===== config.mk =====
export PLATFORM = sky130hd
export DESIGN_NAME = ptw_arbiter
export DESIGN_NICKNAME = d
export VERILOG_FILES = /design/src/rtl/ptw_arbiter.sv
export SDC_FILE = /design/constraint.sdc
export NUM_CORES = 1
export LEC_CHECK = 0
export CORE_ASPECT_RATIO = 1.25
export CORE_UTILIZATION = 42
export DETAILED_ROUTE_END_ITERATION = 7
export PLACE_DENSITY = 0.91
export SLEW_MARGIN = 20
export SYNTH_ARGS = -nofsm -noshare
export SYNTH_HDL_FRONTEND = slang
export SYNTH_SLANG_ARGS = --single-unit

===== constraint.sdc =====
create_clock -name clk -period 1.65 [get_ports clk]
set_input_delay 0.33 -clock clk [delete_from_list [all_inputs] [get_ports clk]]
set_output_delay 0.33 -clock clk [all_outputs]
set_load 0.01 [all_outputs]

===== src/rtl/ptw_arbiter.sv =====
// Arbitrates the shared page-table walker between the IMEM and DMEM TLB miss paths.
// Each walk is sequenced as grant -> issue -> wait -> respond. A pipeline flush cancels the walk.
module ptw_arbiter #(
  parameter int STARVE_LIMIT = 4,
  parameter int TIMEOUT      = 256
) (
  input  logic        clk,
  input  logic        rst,
  input  logic        flush,
  input  logic        imem_req,
  input  logic [31:0] imem_va,
  output logic        imem_done,
  output logic [31:0] imem_pte,
  output logic        imem_fault,
  input  logic        dmem_req,
  input  logic [31:0] dmem_va,
  input  logic        dmem_store,
  output logic        dmem_done,
  output logic [31:0] dmem_pte,
  output logic        dmem_load_fault,
  output logic        dmem_store_fault,
  output logic        ptw_req,
  output logic [31:0] ptw_va,
  output logic [1:0]  ptw_acc,
  input  logic        ptw_ready,
  input  logic        ptw_done,
  input  logic [31:0] ptw_pte,
  input  logic        ptw_fault,
  output logic        stall_IMEM,
  output logic        stall_DMEM
);

  localparam int SW = (STARVE_LIMIT > 0) ? $clog2(STARVE_LIMIT + 1) : 1;
  localparam int TW = (TIMEOUT > 1) ? $clog2(TIMEOUT) : 1;
  localparam logic [SW-1:0] STARVE_MAX = SW'(STARVE_LIMIT);
  localparam logic [TW-1:0] TMO_LAST   = TW'((TIMEOUT > 0) ? TIMEOUT - 1 : 0);
  localparam bit            TMO_EN     = (TIMEOUT != 0);

  localparam logic [1:0] ACC_FETCH = 2'b00;
  localparam logic [1:0] ACC_LOAD  = 2'b01;
  localparam logic [1:0] ACC_STORE = 2'b10;

  typedef enum logic [1:0] {S_IDLE, S_ISSUE, S_WAIT, S_RESP} state_t;

  state_t          r_state, w_next;
  logic            r_owner_d;
  logic [31:0]     r_va;
  logic [1:0]      r_acc;
  logic [SW-1:0]   r_starve;
  logic [TW-1:0]   r_timer;
  logic            r_cancel;
  logic [31:0]     r_pte;
  logic            r_fault;

  logic w_grant_any, w_grant_i, w_timeout, w_result, w_resp;

  assign w_grant_any = ~flush & (imem_req | dmem_req);
  assign w_grant_i   = imem_req & (~dmem_req | (r_starve == STARVE_MAX));
  assign w_timeout   = TMO_EN && (r_timer == TMO_LAST);
  assign w_result    = ptw_done | w_timeout;

  // NOTE: every output of a combinational block gets a default first, so no path can infer a latch.
  always_comb begin
    w_next = r_state;
    case (r_state)
      S_IDLE:  if (w_grant_any) w_next = S_ISSUE;
      // The walker has already accepted the request when flush and ready coincide, so the walk must be drained.
      S_ISSUE: if (ptw_ready) w_next = S_WAIT;
               else if (flush) w_next = S_IDLE;
      S_WAIT:  if (w_result) w_next = (r_cancel | flush) ? S_IDLE : S_RESP;
      S_RESP:  w_next = S_IDLE;
      default: w_next = S_IDLE;
    endcase
  end

  // NOTE: state registers use non-blocking assignments so every flop samples pre-edge values.
  always_ff @(posedge clk or negedge rst) begin
    if (!rst) begin
      r_state   <= S_IDLE;
      r_owner_d <= 1'b0;
      r_va      <= '0;
      r_acc     <= ACC_FETCH;
      r_starve  <= '0;
      r_timer   <= '0;
      r_cancel  <= 1'b0;
      r_pte     <= '0;
      r_fault   <= 1'b0;
    end else begin
      r_state <= w_next;

      if (r_state == S_IDLE && w_grant_any) begin
        r_owner_d <= ~w_grant_i;
        r_va      <= w_grant_i ? imem_va : dmem_va;
        r_acc     <= w_grant_i ? ACC_FETCH : (dmem_store ? ACC_STORE : ACC_LOAD);
      end

      if (!imem_req)
        r_starve <= '0;
      else if (r_state == S_IDLE && w_grant_any)
        r_starve <= w_grant_i ? '0 : ((r_starve == STARVE_MAX) ? STARVE_MAX : r_starve + 1'b1);

      if (r_state == S_ISSUE && ptw_ready) begin
        r_timer  <= '0;
        r_cancel <= flush;
      end

      if (r_state == S_WAIT) begin
        r_timer <= r_timer + 1'b1;
        if (flush) r_cancel <= 1'b1;
        if (w_result) begin
          r_cancel <= 1'b0;
          // A genuine result wins over a watchdog expiry landing in the same cycle.
          r_pte    <= ptw_done ? ptw_pte : '0;
          r_fault  <= ptw_done ? ptw_fault : 1'b1;
        end
      end
    end
  end

  assign w_resp    = (r_state == S_RESP) & ~flush;
  assign imem_done = w_resp & ~r_owner_d;
  assign dmem_done = w_resp & r_owner_d;
  assign imem_pte  = imem_done ? r_pte : '0;
  assign dmem_pte  = dmem_done ? r_pte : '0;

  assign imem_fault       = imem_done & r_fault;
  assign dmem_store_fault = dmem_done & r_fault & (r_acc == ACC_STORE);
  assign dmem_load_fault  = dmem_done & r_fault & (r_acc != ACC_STORE);

  assign ptw_req = (r_state == S_ISSUE);
  assign ptw_va  = r_va;
  assign ptw_acc = r_acc;

  assign stall_IMEM = imem_req & ~imem_done;
  assign stall_DMEM = dmem_req & ~dmem_done;

endmodule


# [Yosys cells after proc, flatten, opt, wreduce, memory -nomap -nowiden]
# Index checks and enable logic that the tools add are counted.
[classes] n_addsub=2 bitwise_logic=21 muxes=23 eq_ne=11 n_reduce_logical=6
[ops] operator="$mux 32" n=4
[ops] operator="$mux 8" n=2
[ops] operator="$mux 2" n=7
[ops] operator="$mux 3" n=4
[ops] operator="$and 1x1->1" n=11
[ops] operator="$add 8x1->8 const B" n=1
[ops] operator="$eq 8x8->1 const B" n=1
[ops] operator="$pmux 2 s4" n=1
[ops] operator="$eq 2x2->1 const B" n=3
[ops] operator="$ne 2x2->1 const B" n=3
[ops] operator="$not 1->1" n=6
[ops] operator="$mux 1" n=5
[ops] operator="$or 1x1->1" n=4
[ops] operator="$add 3x1->3 const B" n=1
[ops] operator="$eq 3x3->1 const B" n=1
[ops] operator="$ne 3x2->1 const B" n=1
[ops] operator="$reduce_and 3->1" n=1
[ops] operator="$eq 2x1->1 const B" n=1
[ops] operator="$logic_and 1x1->1" n=2
[ops] operator="$logic_not 2->1" n=1
[ops] operator="$ne 2x1->1 const B" n=1
[ops] operator="$reduce_and 2->1" n=1
[ops] operator="$reduce_bool 2->1" n=1
[word_totals] reg_bits=82 inputBits=105 output_inout_bits=106 wordCells=72

# [Longest topological paths before layout]
[logic_depth] word_depth=6 mapped_depth=6 depth_no_buf=5

# [Worst setup path after synthesis]
# No wires, ideal clock.
[synth_path] kind="input to output" startpoint="input flush" endpoint="output dmem_pte[10]" n_path_buf=3 cell_stages=5 t_required_ns=1.320 t_arrival_ns=1.241 setup_slack_ns=0.079 path_cell_list="buf_2 -> and4b_1 -> buf_2 -> clkbuf_1 -> and2_1"
[synth_via] elab_chain_len=4
[synth_rtl] element="from (decl)" line="9" source="input logic flush,"
[synth_rtl] element="$not 1->1" line="120" source="assign w_resp = (r_state == S_RESP) & ~flush;"
[synth_rtl] element="$and 1x1->1" line="120"
[synth_rtl] element="$and 1x1->1" line="122" source="assign dmem_done = w_resp & r_owner_d;"
[synth_rtl] element="$mux 32" line="124" source="assign dmem_pte = dmem_done ? r_pte : '0;"
[synth_rtl] element="to (decl)" line="19" source="output logic [31:0] dmem_pte,"
# No other way between the ends.

# [Final worst setup path]
[layout_path] startpoint="register r_state[0]" endpoint="output dmem_pte[24]"
[layout_via] elab_chain_len=4
[layout_rtl] element="from (decl)" line="45" source="state_t r_state, w_next;"
[layout_rtl] element="from (signal assigned)" line="89" source="r_state <= w_next;"
[layout_rtl] element="$eq 2x2->1" line="120"
[layout_rtl] element="$and 1x1->1" line="120"
[layout_rtl] element="$and 1x1->1" line="122"
[layout_rtl] element="$mux 32" line="124"
# No other way between the ends.

==> impl_metrics.env <==
export IMPL_status="complete, but fails checks"
export IMPL_violations="setup timing"
export IMPL_rr_startpoint="r_state[1]"
export IMPL_clk_pin_slew_ns=0.06
export IMPL_grt_pass1_vias=4899
export IMPL_power_mw=9.95
export IMPL_dieArea_um2=11200
export IMPL_drtIter0Drc=283
export IMPL_synthCells=513
export IMPL_async_reset_ff_share_pct=100
export IMPL_antenna_found_initial=0
export IMPL_stdcell_area_um2=7480
export IMPL_layout_common_cells="clkdlybuf4s50_1, dfrtp_1, o21ai_0"
export IMPL_setup_viol=71
export IMPL_crit_path_start_kind="flip-flop"
export IMPL_io_buffers=210
export IMPL_reg2reg_slack_ns=0.08
export IMPL_cts_hold_buffers_added=0
export IMPL_path_class="reg2out"
export IMPL_path_max_fanout=4
export IMPL_ys_seq_elements=82
export IMPL_final_antenna_net_count=0
export IMPL_crit_slowest_cell="dfrtp_1"
export IMPL_gr_total_overflow=0
export IMPL_relSlewSlack_pct=67.0
export IMPL_path_cells="and4b_4, buf_6, buf_12, clkbuf_16, and2_4, buf_6"
export IMPL_placed_area_um2=6920
export IMPL_place_gp_congestion=0.810
export IMPL_synth_nets=621
export IMPL_syn_area_per_cell_um2=8.83
export IMPL_rsz0062_at_grt="true"
export IMPL_drt_total_wl_mm=15.6
export IMPL_area_growth_pct=65.2
export IMPL_grt_pass1_wl_mm=24.3
export IMPL_ys_flop_type="dfrtp_1"
export IMPL_cp_top_family="buffers and inverters"
export IMPL_critPathLaunch="r_state[0]"
export IMPL_grt_max_degree=83
export IMPL_setup_slack_ns=-0.337
export IMPL_fin_tns_setup_ns=-16.78
export IMPL_synth_edf_count=0
export IMPL_drt_pass1_iterations=5
export IMPL_critical_path_buf_inv_count=4
export IMPL_drv_cap=0
export IMPL_die_w_um=94.9
export IMPL_hpwl_mm=10.1
export IMPL_drc=0
export IMPL_cts_root_buf="clkbuf_16"
export IMPL_yosysSeqAreaShare_pct=45.3
export IMPL_fin_cells=868
export IMPL_syn_area_um2=4530
export IMPL_cts_buffer_depth=2
export IMPL_detailroute_via_count=5066
export IMPL_worst_setup_path_end_kind="output port"
export IMPL_fin_skew_ns=0.00735
export IMPL_ys_types=48
export IMPL_holdCritPathClass="in2async"
export IMPL_coreArea_um2=10600
export IMPL_finalMaxSlewViolations=0
export IMPL_cts_sinks=82
export IMPL_fmax_mhz=503
export IMPL_pre_cts_ws_ns=-0.746
export IMPL_start_util_pct=42.9
export IMPL_grt_total_usage_pct=27.8
export IMPL_wl_per_cell_um=18.0
export IMPL_cpMostUsedCell="buf_6"
export IMPL_cp_required_ns=1.32
export IMPL_leakagePower_nw=3.25
export IMPL_final_common_cell="clkdlybuf4s50_1"
export IMPL_critical_path_max_stage_delay_ns=0.41
export IMPL_pin_count=211
export IMPL_fin_util_pct=70.8
export IMPL_worstPathArrival_ns=1.66
export IMPL_cts_tree="done"
export IMPL_cellPowerDensity_nw_per_um2=1330
export IMPL_die_h_um=118
export IMPL_yosys_warnings=0
export IMPL_antenna_cells=0
export IMPL_drive_above_1_share_pct=25.4
export IMPL_clkLatencyLatePin_ns=0.33
export IMPL_worstMarginPinSlew_ns=0.483
export IMPL_cts_max_level=3
export IMPL_num_rows=42
export IMPL_hold_violations=0
export IMPL_viasPerCell=5.84
export IMPL_numCtsBuffers=9
export IMPL_irDropWorstVdd_mv=0.737
export IMPL_post_route_min_period_ns=1.99
export IMPL_fin_worst_hold_slack_ns=0.00548
export IMPL_finalNetCount=839
export IMPL_placed_cells=837
export IMPL_finalCritPeriodShare_pct=120
cells by family after synthesis:
logic type	share of synthesized area, %
compound gates	24.9
simple gates	21.7
flops	45.3
buf+inv	6.13
mux	1.13
fa+ha+maj	0.829
Yosys cell counts, types with 2 or more instances:
master     n  area, um^2
clkbuf_1  26        97.6
ha_1       3        37.5
and2_1    65         407
o21ai_0   70         350
nor2_1     5        18.8
o311ai_0   2        17.5
dfrtp_1   82        2050
nor2b_1    5        31.3
a21oi_1   36         180
nand2_1   43         161
buf_4      4        30.0
nand3_1   38         190
buf_6      4        45.0
a31oi_1   32         200
mux2i_1    4        40.0
o21ai_1    3        15.0
nor3_1     2        10.0
o211ai_1   3        22.5
inv_1      6        22.5
nor3b_1    2        15.0
a22oi_1   33         248
nand4_1    5        31.3
buf_2     15        75.1
where the power goes:
group | total [mW] | leakage [nW] | switching [mW] | internal [mW]
Clock | 2.20 | 0.163 | 0.787 | 1.41
Combinational | 4.16 | 2.18 | 1.88 | 2.28
Sequential | 3.59 | 0.905 | 0.745 | 2.85
worst register-to-register path, cell delays in order (launching register included):
cell	delay (ns)
dfrtp_1	0.41
buf_4	0.17
or3_4	0.45
nor2_8	0.11
buf_12	0.18
a31oi_1	0.12
layout make-up:
type | instances | area (um^2)
Clock buffer | 12 | 256
Inverter | 8 | 30.0
Sequential cell | 82 | 2050
Fill cell | 746 | 3080
Multi-Input combinational cell | 374 | 2330
Tap cell | 132 | 165
Clock inverter | 4 | 73.8
Timing Repair Buffer | 256 | 2570
per-layer routing:
layer	track usage (%)	part of all wire [%]
met5	0	0
met1	31.3	35
met3	7.04	10
met4	13.6	3.6
met2	47.9	51
state kept, by name, indices dropped and copies added (netlist names):
signal	cells
r_fault	1
r_pte	32
ptw_acc	2
r_timer	8
r_owner_d	1
ptw_va	32
r_state	2
r_starve	3
r_cancel	1
repair_timing:
item	4_1_cts	5_1_grt
setup buffers	9	4
setup endpoints to repair	79	125
cloned	4	1
gates resized for setup	338	48
pin swaps	10	3
path summary, 6_finish.rpt:
kind,to,cells after the start
max in group asynchronous,ptw_va[5],2
min in group clk,r_timer[7],1
worst min-delay path,ptw_va[0],2
worst min register to register,r_timer[7],1
worst max register to register,ptw_va[17],5
worst max-delay path,dmem_pte[24],6
(Power assumes the default switching activity.)
